**src/rtl/shift_pkg.sv**
```systemverilog
// Shared encodings for the sequential shifter: operation-mode codes, FSM states
// and the legal-mode decode used at accept time.
package shift_pkg;

  localparam logic [2:0] OPM2_SLL = 3'b001;
  localparam logic [2:0] OPM2_SR  = 3'b101;
  localparam logic [1:0] OPM1_LOG = 2'b00;
  localparam logic [1:0] OPM1_ARI = 2'b01;

  typedef enum logic {
    S_IDLE  = 1'b0,
    S_SHIFT = 1'b1
  } state_t;

  // Only SLL, SRL and SRA exist; every other mode pair is reported as an error.
  function automatic logic mode_legal(input logic [2:0] m2, input logic [1:0] m1);
    return ((m2 == OPM2_SLL) && (m1 == OPM1_LOG)) ||
           ((m2 == OPM2_SR) && ((m1 == OPM1_LOG) || (m1 == OPM1_ARI)));
  endfunction

endpackage

```
**src/rtl/shift_step.sv**
```systemverilog
// Combinational single-step shifter: moves value by 'amount' positions left or
// right, filling vacated right-shift positions with 'fill'.
module shift_step #(
  parameter int XLEN = 32,
  parameter int SW   = $clog2(XLEN)
) (
  input  logic [XLEN-1:0] value,
  input  logic [SW-1:0]   amount,
  input  logic            left,
  input  logic            fill,
  output logic [XLEN-1:0] result
);

  always_comb begin
    result = value >> amount;
    if (left) begin
      result = value << amount;
    end else if (fill) begin
      // Inverting around a logical shift brings in ones instead of zeros.
      result = ~((~value) >> amount);
    end
  end

endmodule

```
**src/rtl/shift_unit_seq.sv**
```systemverilog
// Iterative shifter: captures an operand on start, shifts it up to STEP
// positions per cycle, then pulses done with the result (or err on a bad mode).
module shift_unit_seq
  import shift_pkg::*;
#(
  parameter int XLEN = 32,
  parameter int STEP = 1
) (
  input  logic            clk,
  input  logic            rst,
  input  logic [XLEN-1:0] op1,
  input  logic [XLEN-1:0] op2,
  input  logic            start,
  input  logic [1:0]      op_mode1,
  input  logic [2:0]      op_mode2,
  output logic            busy,
  output logic            done,
  output logic            err,
  output logic [XLEN-1:0] res
);

  localparam int SW = $clog2(XLEN);
  localparam logic [SW-1:0] STEP_W = SW'(STEP);

  // Handshake: start is sampled only while idle (busy=0, which includes the
  // cycle done=1); busy covers every SHIFT cycle; done/err pulse for exactly one
  // cycle; res keeps its value until a later operation completes.

  state_t          state, state_d;
  logic [XLEN-1:0] acc;
  logic [SW-1:0]   rem;
  logic [SW-1:0]   amt;
  logic            left_q;
  logic            fill_q;
  logic            illegal_q;
  logic            accept;
  logic            finish;
  logic            step_en;
  logic [XLEN-1:0] step_out;
  logic [SW-1:0]   shamt;
  logic            unused_op2_hi;

  assign shamt         = op2[SW-1:0];
  assign unused_op2_hi = ^op2[XLEN-1:SW];
  assign amt           = (rem < STEP_W) ? rem : STEP_W;

  shift_step #(
    .XLEN(XLEN),
    .SW  (SW)
  ) u_step (
    .value (acc),
    .amount(amt),
    .left  (left_q),
    .fill  (fill_q),
    .result(step_out)
  );

  always_ff @(posedge clk or negedge rst) begin
    if (!rst) begin
      state <= S_IDLE;
    end else begin
      state <= state_d;
    end
  end

  always_comb begin
    state_d = state;
    accept  = 1'b0;
    finish  = 1'b0;
    step_en = 1'b0;
    busy    = (state == S_SHIFT);
    case (state)
      S_IDLE: begin
        if (start) begin
          accept  = 1'b1;
          state_d = S_SHIFT;
        end
      end
      S_SHIFT: begin
        if (rem == '0) begin
          finish  = 1'b1;
          state_d = S_IDLE;
        end else begin
          step_en = 1'b1;
        end
      end
      default: state_d = S_IDLE;
    endcase
  end

  always_ff @(posedge clk or negedge rst) begin
    if (!rst) begin
      acc       <= '0;
      rem       <= '0;
      left_q    <= 1'b0;
      fill_q    <= 1'b0;
      illegal_q <= 1'b0;
      done      <= 1'b0;
      err       <= 1'b0;
      res       <= '0;
    end else begin
      done <= finish;
      err  <= finish & illegal_q;
      if (accept) begin
        acc       <= op1;
        // An illegal mode skips straight to completion on the next edge.
        rem       <= mode_legal(op_mode2, op_mode1) ? shamt : '0;
        left_q    <= (op_mode2 == OPM2_SLL);
        fill_q    <= (op_mode1 == OPM1_ARI) & op1[XLEN-1];
        illegal_q <= ~mode_legal(op_mode2, op_mode1);
      end else if (step_en) begin
        acc <= step_out;
        rem <= rem - amt;
      end
      if (finish) begin
        res <= illegal_q ? '0 : acc;
      end
    end
  end

endmodule

```
**config.mk**
```make
export PLATFORM = sky130hd
export DESIGN_NAME = shift_unit_seq
export DESIGN_NICKNAME = d
export VERILOG_FILES = /design/src/rtl/shift_pkg.sv /design/src/rtl/shift_step.sv /design/src/rtl/shift_unit_seq.sv
export SDC_FILE = /design/constraint.sdc
export NUM_CORES = 1
export LEC_CHECK = 0
export CELL_PAD_IN_SITES_DETAIL_PLACEMENT = 2
export CELL_PAD_IN_SITES_GLOBAL_PLACEMENT = 2
export CORE_ASPECT_RATIO = 0.6
export CORE_UTILIZATION = 30
export DETAILED_ROUTE_END_ITERATION = 16
export MAX_ROUTING_LAYER = met4
export PLACE_DENSITY = 0.75
export SKIP_CTS_REPAIR_TIMING = 1
export SYNTH_ARGS = -nofsm -noshare
export SYNTH_HDL_FRONTEND = slang
export SYNTH_HIERARCHICAL = 1
export SYNTH_SLANG_ARGS = --single-unit
```
**constraint.sdc**
```tcl
create_clock -name clk -period 2.9 [get_ports clk]
set_clock_uncertainty 0.2 [all_clocks]
set_input_delay 0.58 -clock clk [delete_from_list [all_inputs] [get_ports clk]]
set_output_delay 0.58 -clock clk [all_outputs]
set_load 0.03 [all_outputs]
```
# --- Yosys cells after proc, flatten, opt, wreduce, memory -nomap -nowiden ---
# Index checks and enable logic that the tools add are counted.
totals:
  reg_bits: 75
  in_bits: 72
  out_inout_bits: 35
  elab_cells: 46
classes:
  muxes: 16
  n_eq_ne: 3
  shifts: 3
  n_bitwise: 6
  n_reduce_logical: 7
  addsub: 1
  order_cmp: 1
ops:
  columns: ["cell", "count"]
  rows:
  - ["$mux 32", 5]
  - ["$not 32->32", 2]
  - ["$shr 32x5->32", 2]
  - ["$shl 32x5->32", 1]
  - ["$mux 5", 4]
  - ["$mux 1", 6]
  - ["$logic_not 5->1", 1]
  - ["$lt 5x1->1 const B", 1]
  - ["$sub 5x5->5", 1]
  - ["$eq 3x1->1 const B", 1]
  - ["$eq 3x3->1 const B", 1]
  - ["$and 1x1->1", 2]
  - ["$eq 2x1->1 const B", 1]
  - ["$logic_and 1x1->1", 2]
  - ["$logic_not 2->1", 1]
  - ["$logic_or 1x1->1", 2]
  - ["$not 1->1", 2]
  - ["$pmux 1 s2", 1]
  - ["$reduce_bool 2->1", 1]

# --- Logic depth before layout (Yosys ltp) ---
# Gate-level depths: netlist of the first run.
logic_depth:
  depth_word: 8
  ltp_mapped: 13

# --- Hierarchy ---
# The synthesis of the first run kept the hierarchy.
by_module_without_submodules:
  columns: ["mod", "area_each_um2", "cells_each", "n_inst"]
  rows:
  - ["shift_step", 4105.2, 520, 1]
  - ["shift_unit_seq", 3337.0, 369, 1]

# --- Worst setup path after synthesis of the first run ---
# No wires, ideal clock.
synth_timing:
  path_type: "register -> register"
  start: "reg rem[1]"
  end: "reg acc[20]"
  n_path_buf: 4
  setup_ps: 82
  required_time_ps: 2618
  stages_incl_launch_ff: 14
  slack_ps: -3
  t_arrival_ps: 2621
  cell_sequence: "dfrtp_1 nor4_4 nand2b_1 buf_6 buf_12 buf_6 buf_6 mux2i_1 mux2_2 a221oi_1 a221oi_1 nor2_1 nand2_1 a31oi_1"
synth_between:
  elab_chain_len: 8
synth_rtl:
  columns: ["element", "line", "source"]
  rows:
  - ["start: declaration", "shift_unit_seq.sv:31", "logic [SW-1:0] rem;"]
  - ["start signal: assignment", "shift_unit_seq.sv:107", "rem <= mode_legal(op_mode2, op_mode1) ? shamt : '0;"]
  - ["start signal: assignment", "shift_unit_seq.sv:113", "rem <= rem - amt;"]
  - ["$lt 5x1->1 *", "shift_unit_seq.sv:45", "assign amt = (rem < STEP_W) ? rem : STEP_W;"]
  - ["$mux 5 *", "shift_unit_seq.sv:45", null]
  - ["net amt[0]", "shift_unit_seq.sv:32", "logic [SW-1:0] amt;"]
  - ["$shr 32x5->32", "shift_step.sv:20", "result = ~((~value) >> amount);"]
  - ["$not 32->32", "shift_step.sv:20", null]
  - ["$mux 32", "shift_step.sv:18", "end else if (fill) begin"]
  - ["$mux 32 *", "shift_step.sv:16", "if (left) begin"]
  - ["net step_out[20]", "shift_unit_seq.sv:39", "logic [XLEN-1:0] step_out;"]
  - ["$mux 32 *", "shift_unit_seq.sv:111", "end else if (step_en) begin"]
  - ["$mux 32 *", "shift_unit_seq.sv:104", "if (accept) begin"]
  - ["end signal: assignment", "shift_unit_seq.sv:105", "acc <= op1;"]
  - ["end signal: assignment", "shift_unit_seq.sv:112", "acc <= step_out;"]
  - ["end: declaration", "shift_unit_seq.sv:30", "logic [XLEN-1:0] acc;"]
# Mark *: on every way through the listed nets, which the timed path passes. The rest lies on a longest branch. The select of a mux whose other input is x is not followed.
# A chain may end at the register's enable or synchronous reset.

# --- Final worst setup path of the first run ---
layout_timing:
  start: "reg rem[1]"
  end: "reg acc[8]"
# The elaborated chain is that of the path after synthesis.

==> summary.md, run 1 <==
| Metric | Value |
|---|---|
| CP Buf/Inv Count | `3` |
| Min-delay worst type | `primary input to async pin` |
| Die area | `25460 um^2` |
| Drt pass-1 iters | `5` |
| Largest net degree at the start of global routing | `88` |
| Worst path required time | `2.91 ns` |
| Layout cells sized above 1 | `26.83%` |
| Leading post-synthesis cells by cell area | `dfrtp_1 25%, mux4_2 14%, nand2_1 9.1%` |
| 1st-iter DRT viols | `864` |
| Clock transition at path regs | `0.06 ns` |
| Failing checks | `negative setup slack` |
| Gr ovfl total | `0` |
| Final GP Congestion | `0.9842` |
| Total Routing Usage GR | `30.68%` |
| Startpoint Class | `flop` |
| Cell area after layout | `9946 um^2` |
| Nets | `1108` |
| Crit path max-delay family | `simple AND/OR/NAND/NOR gates` |
| IO Port Bufs | `79` |
| Via density | `6.205` |
| Final cell count without fillers | `1363` |
| Maximum vdd drop | `533.5 uV` |
| Worst path depth | `12` |
| CTS buffer count | `9` |
| Top Ports | `107` |
| CTS sink count | `75` |
| Max Clock Freq | `0.3264 GHz` |
| Critical Path, Cell by Cell | `nor4_4 > nand2b_4 > buf_12 > buf_12 > buf_8 > mux4_2 > mux2i_2 > nor2_1 > nor2_1 > o22ai_2 > nand2_1 > a31oi_1` |
| Vias in the first global route | `8567` |
| Syn avg cell area | `8.371 um^2` |
| Placed Area | `8980 um^2` |
| Die width | `205.3 um` |
| Count leader, synth | `nand2_1` |
| Relative slew slack | `24.78%` |
| Pwr/cell area | `1264 nW/um^2` |
| Fillers | `2678` |
| Starting Density | `30.65%` |
| Worst path max stage delay | `0.49 ns` |
| EDFF count, synth | `0` |
| Insertion delay to the later sink of the worst-skew pair | `0.35 ns` |
| Static Leak | `4.174 nW` |
| Worst R2R Start | `rem[1]` |
| Netlist cell types | `63` |
| Ys async rst share | `100.0%` |
| Worst reg2reg path depth | `12` |
| Post-Synthesis Cells | `889` |
| Warnings from Yosys | `6` |
| Largest area contributor in the synthesized netlist | `dfrtp_1` |
| First-pass GRT wire length | `55700 um` |
| Fin crit period | `3.064 ns` |
| H-tree Lvls | `3` |
| DR WL/cell | `28.41 um` |
| MaxCap Viol Count | `0` |
| RSZ-0062 raised after global routing | `true` |
| Synth cell count leaders | `181 x nand2_1, 107 x nor2_1, 75 x dfrtp_1` |
| Placeable Area | `24280 um^2` |
| CTS tree | `done` |
| Total Routed Length | `38730 um` |
| Worst-Margin Slew | `1.117 ns` |
| Hpwl dp | `26800 um` |
| Slowest cell on crit path | `mux4_2` |
| Post-Syn Area | `7442 um^2` |
| Pre-CTS setup slack | `-0.4258 ns` |
| Setup violations, final | `18` |
| Vias | `8458` |
| CP Capture Type | `flop` |
| Clock Path Buffers | `2` |
| Seq cells post-synth | `75` |
| Status | `complete, but fails checks` |
| Row cnt | `44` |
| Yosys top cell area share | `25.22%` |
| Endpoints failing hold | `0` |
| CP Data Arrival Time | `3.08 ns` |
| Area Overhead vs Synth | `33.64%` |
| DRT antenna net count | `0` |
| Crit Path Class | `flop to flop` |
| Antenna violations before repair | `1` |
| Clk root buf | `clkbuf_16` |
| R2r setup slk | `-0.16 ns` |
| Capture point of the worst reg-to-reg path | `acc[8]` |
| DRC Markers | `0` |
| Slew Limit Fails | `0` |
| Die Span Y | `124 um` |
| CP max FO | `8` |
| PnR worst setup slack | `-0.1640 ns` |
| Fin crit share | `105.7%` |
| Sequential area share after synthesis | `25.22%` |
| # placed instances | `1313` |
| Top FF cell, synth | `dfrtp_1` |
area by class of cell:
type	instances	area (um^2)	area share (%)
diodes	1	2.502	0.02516
clock buffers	10	229.0	2.302
clock inverters	6	71.32	0.7171
inverters	9	33.78	0.3397
multi-input cells	736	5487	55.16
flip-flops and latches	75	1877	18.87
well taps	322	402.9	4.051
repair buffers	204	1843	18.53
metrics by stage:
step	util (%)	total power (W)	hold WS, ns	setup TNS (ns)
2_1_floorplan	-	0.006647	0.08441	0
3_3_place_gp	36.99	0.009659	0.2500	-0.8013
3_5_place_dp	36.99	0.009945	0.2589	-2.060
4_1_cts	38.22	0.01123	0.01483	-2.736
5_1_grt	40.97	0.01313	0.03331	-3.644
6_report	40.97	0.01258	0.008929	-1.644
worst reg2reg max path, cell delays in order (launching register included):
cell	delay, ns
dfrtp_1	0.42
nor4_4	0.37
nand2b_4	0.17
buf_12	0.18
buf_12	0.14
buf_8	0.14
mux4_2	0.49
mux2i_2	0.22
nor2_1	0.10
nor2_1	0.17
o22ai_2	0.13
nand2_1	0.12
a31oi_1	0.08
layer usage:
metal	global-route usage, %	up-vias	wire, um
met1	42.81	4399	17740
met4	7.037	0	688
li1	-	3608	-
met3	8.765	49	3655
met5	-	-	0
met2	43.48	402	16640
power by group:
group,switching [W],internal [W],leakage [nW]
Clock,0.000492,0.000676,0.140
Combinational,0.00497,0.00403,3.06
Sequential,0.000863,0.00154,0.973
Total,0.00633,0.00625,4.17
placed cells by master, fill, tap and decap left out, types with 5 or more instances in the layout:
cell type	count
mux2_4	6
nor2b_1	13
o22ai_1	8
buf_6	7
mux2i_1	29
nor2_1	102
nand3b_1	32
a22o_1	5
o21ai_0	22
a211oi_1	12
a21oi_2	8
clkbuf_16	10
o211ai_1	14
a21oi_1	30
nand2b_1	11
nor3_1	13
buf_4	111
mux4_2	49
mux2_2	16
nand3_1	12
dfrtp_1	75
clkdlybuf4s50_1	78
a31oi_1	37
a22oi_1	5
inv_1	6
a221oi_2	6
conb_1	13
nand2_1	178
how the worst max path moves through the flow:
stage,start,endpoint,slack [ns]
after floorplan,rem[2],acc[20],0.04
after global placement,rem[4],acc[16],-0.29
after detailed placement,rem[4],acc[16],-0.43
after CTS,rem[4],acc[16],-0.46
after global routing,rem[1],acc[6],-0.29
final,rem[1],acc[8],-0.16
state kept, by name, indices dropped and copies added (netlist names):
name / flops
illegal_q: 1
acc: 32
res: 32
rem: 5
done: 1
left_q: 1
fill_q: 1
busy: 1
err: 1
kinds of logic after synthesis:
kind of cell               share of synthesized area, %
other                                           0.05039
buffers and inverters                             6.153
and+or+nand+nor                                   24.34
AOI/OAI and AO/OA                                 19.64
DFF                                               25.22
muxes                                             24.43
adders and majority gates                        0.1681
Note: power is estimated with default switching activity, not from simulation.
==> inputs of run 2 (changes only) <==
--- a/config.mk
+++ b/config.mk
@@ -7,11 +7,10 @@
 export LEC_CHECK = 0
 export CELL_PAD_IN_SITES_DETAIL_PLACEMENT = 2
 export CELL_PAD_IN_SITES_GLOBAL_PLACEMENT = 2
-export CORE_ASPECT_RATIO = 0.6
-export CORE_UTILIZATION = 30
+export CORE_UTILIZATION = 34
 export DETAILED_ROUTE_END_ITERATION = 16
 export MAX_ROUTING_LAYER = met4
-export PLACE_DENSITY = 0.75
+export PLACE_DENSITY = 0.81
 export SKIP_CTS_REPAIR_TIMING = 1
 export SYNTH_ARGS = -nofsm -noshare
 export SYNTH_HDL_FRONTEND = slang
==> constraint.sdc (replaced) <==
create_clock -name clk -period 3.4 [get_ports clk]
set_clock_uncertainty 0.2 [all_clocks]
set_input_delay 0.68 -clock clk [delete_from_list [all_inputs] [get_ports clk]]
set_output_delay 0.68 -clock clk [all_outputs]
set_load 0.03 [all_outputs]
==> run 2 against run 1 <==
  * The flow now finishes without violations
  * Core utilization rose by 0.48 points
  * Setup slack better by 0.23 ns
  * Sequential power fell by 9.6%
  * Fmax is 8.1% lower
  * Flip-flop and latch count stayed put
  * Clock power shrank 12%
  * Cell count is 10% lower
  * Global-route usage grew 2.5 points
  * First-iteration DRC count rose by 13%
  * Critical path type unchanged
  * Highest routed layer unchanged
==> summary.md, run 2 (synthesized netlist as in run 1, its figures left out) <==
| Metric | Value |
|---|---|
| Fin crit share | `98.01% (-7.6 points)` |
| Largest net degree at the start of global routing | `88 (unchanged)` |
| Clock Path Buffers | `2 (unchanged)` |
| IO Port Bufs | `79 (unchanged)` |
| Min-delay worst type | `flop to flop` |
| Max Clock Freq | `0.3001 GHz (-8.1%)` |
| Static Leak | `3.639 nW (-13%)` |
| Slowest cell on crit path | `a222oi_1` |
| Top flop regs | `acc x32, res x32, rem x5` |
| Vias | `8112 (-4.1%)` |
| R2r setup slk | `0.07 ns (+0.23 ns)` |
| Worst R2R Start | `rem[1]` |
| CTS tree | `done` |
| Die Span Y | `150.0 um (+21%)` |
| Gr ovfl total | `0 (unchanged)` |
| Critical Path, Cell by Cell | `nor4_4 > buf_4 > nand2b_2 > mux2_2 > a222oi_1 > o22ai_1 > a211o_1 > nand2_1 > a31oi_1` |
| Drt pass-1 iters | `6 (+1)` |
| CP Buf/Inv Count | `1 (-2)` |
| Setup violations, final | `0 (-18)` |
| Most common cell after layout, fill and taps aside | `nand2_1` |
| Fillers | `2412 (-9.9%)` |
| Maximum vdd drop | `517.5 uV (-3.0%)` |
| Crit Path Class | `flop to flop` |
| WHS Endpoint | `res[7]` |
| Vias in the first global route | `8180 (-4.5%)` |
| RSZ-0062 raised after global routing | `false` |
| Antenna violations before repair | `2 (+1)` |
| Pwr/cell area | `1060 nW/um^2 (-16%)` |
| Placeable Area | `21220 um^2 (-13%)` |
| Worst path max stage delay | `0.52 ns (+0.03 ns)` |
| H-tree Lvls | `3 (unchanged)` |
| Status | `complete, no violations` |
| DR WL/cell | `29.29 um (+3.1%)` |
| Clk root buf | `clkbuf_16` |
| Top Ports | `107 (unchanged)` |
| Slew Limit Fails | `0 (unchanged)` |
| Die area | `22490 um^2 (-12%)` |
| Layout cells sized above 1 | `14.00% (-13 points)` |
| Nets | `1018 (-8.1%)` |
| Clock transition at path regs | `0.07 ns (about the same)` |
| Worst Setup SP | `rem[1]` |
| Final GP Congestion | `0.9704 (-1.4%)` |
| Hpwl dp | `25430 um (-5.1%)` |
| DRC Markers | `0 (unchanged)` |
| CP Data Arrival Time | `3.35 ns (+0.27 ns)` |
| Capture point of the worst reg-to-reg path | `acc[13]` |
| Starting Density | `35.07% (+4.4 points)` |
| CTS sink count | `75 (unchanged)` |
| Die width | `150.0 um (-27%)` |
| Worst path required time | `3.41 ns (+0.50 ns)` |
| CTS buffer count | `9 (unchanged)` |
| Worst-Margin Slew | `0.9964 ns (-0.1201 ns)` |
| Via density | `6.611 (+6.5%)` |
| Placed Area | `8466 um^2 (-5.7%)` |
| DRT antenna net count | `0 (unchanged)` |
| CP max FO | `14 (+6)` |
| Area Overhead vs Synth | `18.19%` |
| MaxCap Viol Count | `0 (unchanged)` |
| Hold path startpoint | `res[7]` |
| Row cnt | `53 (+20%)` |
| Commonest non-fill, non-tap cells in the layout | `181 x nand2_1, 107 x nor2_1, 78 x clkdlybuf4s50_1, 75 x dfrtp_1, 46 x mux4_2` |
| Startpoint Class | `flop` |
| Crit path max-delay family | `compound AO/OA/AOI/OAI gates` |
| Relative slew slack | `33.57% (+8.8 points)` |
| Total Routed Length | `35940 um (-7.2%)` |
| CP Capture Type | `flop` |
| Worst reg2reg path depth | `9 (-3)` |
| Cell area after layout | `8796 um^2 (-12%)` |
| Insertion delay to the later sink of the worst-skew pair | `0.35 ns (about the same)` |
| Fin crit period | `3.332 ns (+0.2683 ns)` |
| First-pass GRT wire length | `53440 um (-4.1%)` |
| Endpoints failing hold | `0 (unchanged)` |
| Total Routing Usage GR | `33.21% (+2.5 points)` |
| 1st-iter DRT viols | `979 (+13%)` |
| Worst Hold Path Cells | `2` |
| Post-route setup TNS | `0 ns (+1.644 ns)` |
run 2: worst max-delay path by stage:
stage,to,slack (ns),cells after the start
final,acc[13],0.07,9
after global routing,acc[18],0.01,10
after CTS,acc[18],0.03,10
after detailed placement,acc[11],0.11,9
after global placement,acc[18],0.16,10
after floorplan,acc[20],0.50,13
run 2: through the flow:
stage | instances | total power (W) | utilization [%] | setup slack (ns) | hold slack (ns)
final | 1227 | 0.009327 | 41.45 | 0.06766 | 0.2688
after detailed placement | 1207 | 0.007954 | 39.89 | 0.1056 | 0.2625
after global placement | 1207 | 0.007733 | 39.89 | 0.1579 | 0.2515
after floorplan | 901 | 0.005670 | - | 0.4975 | 0.1844
after CTS | 1223 | 0.009045 | 41.35 | 0.02920 | 0.2785
after global routing | 1227 | 0.009685 | 41.45 | 0.009976 | 0.2930
run 2: area by class of cell:
| cell class | instances | area (um^2) | area share (%) |
|---|---|---|---|
| Clock buffer | 9 | 225.2 | 2.560 |
| Antenna cell | 2 | 5.005 | 0.05690 |
| Inverter | 9 | 33.78 | 0.3841 |
| Timing Repair Buffer | 113 | 1056 | 12.01 |
| Clock inverter | 7 | 83.83 | 0.9531 |
| Sequential cell | 75 | 1877 | 21.34 |
| Tap cell | 275 | 344.1 | 3.912 |
| Multi-Input combinational cell | 737 | 5171 | 58.79 |
run 2: routing by layer:
metal / track usage, % / vias up / share of wire, %
met2: 51.97 / 421 / 47
met1: 43.27 / 4195 / 42
met4: 13.48 / 0 / 4.1
met3: 4.421 / 83 / 7.4
met5: - / - / 0
li1: - / 3413 / -
run 2: worst register-to-register path, delay by kind of cell (launching register included):
family / cells / cell delay (ns)
buf+inv: 1 / 0.20
mux: 1 / 0.43
simple gates: 3 / 0.79
flops: 1 / 0.42
compound gates: 4 / 1.17
run 2: report_power, final:
part,internal (W),leakage (nW),switching (W),total (W)
clock,0.000585,0.154,0.000442,0.00103
combinational,0.00248,2.51,0.00365,0.00613
sequential,0.00131,0.973,0.000860,0.00217
total,0.00438,3.64,0.00495,0.00933
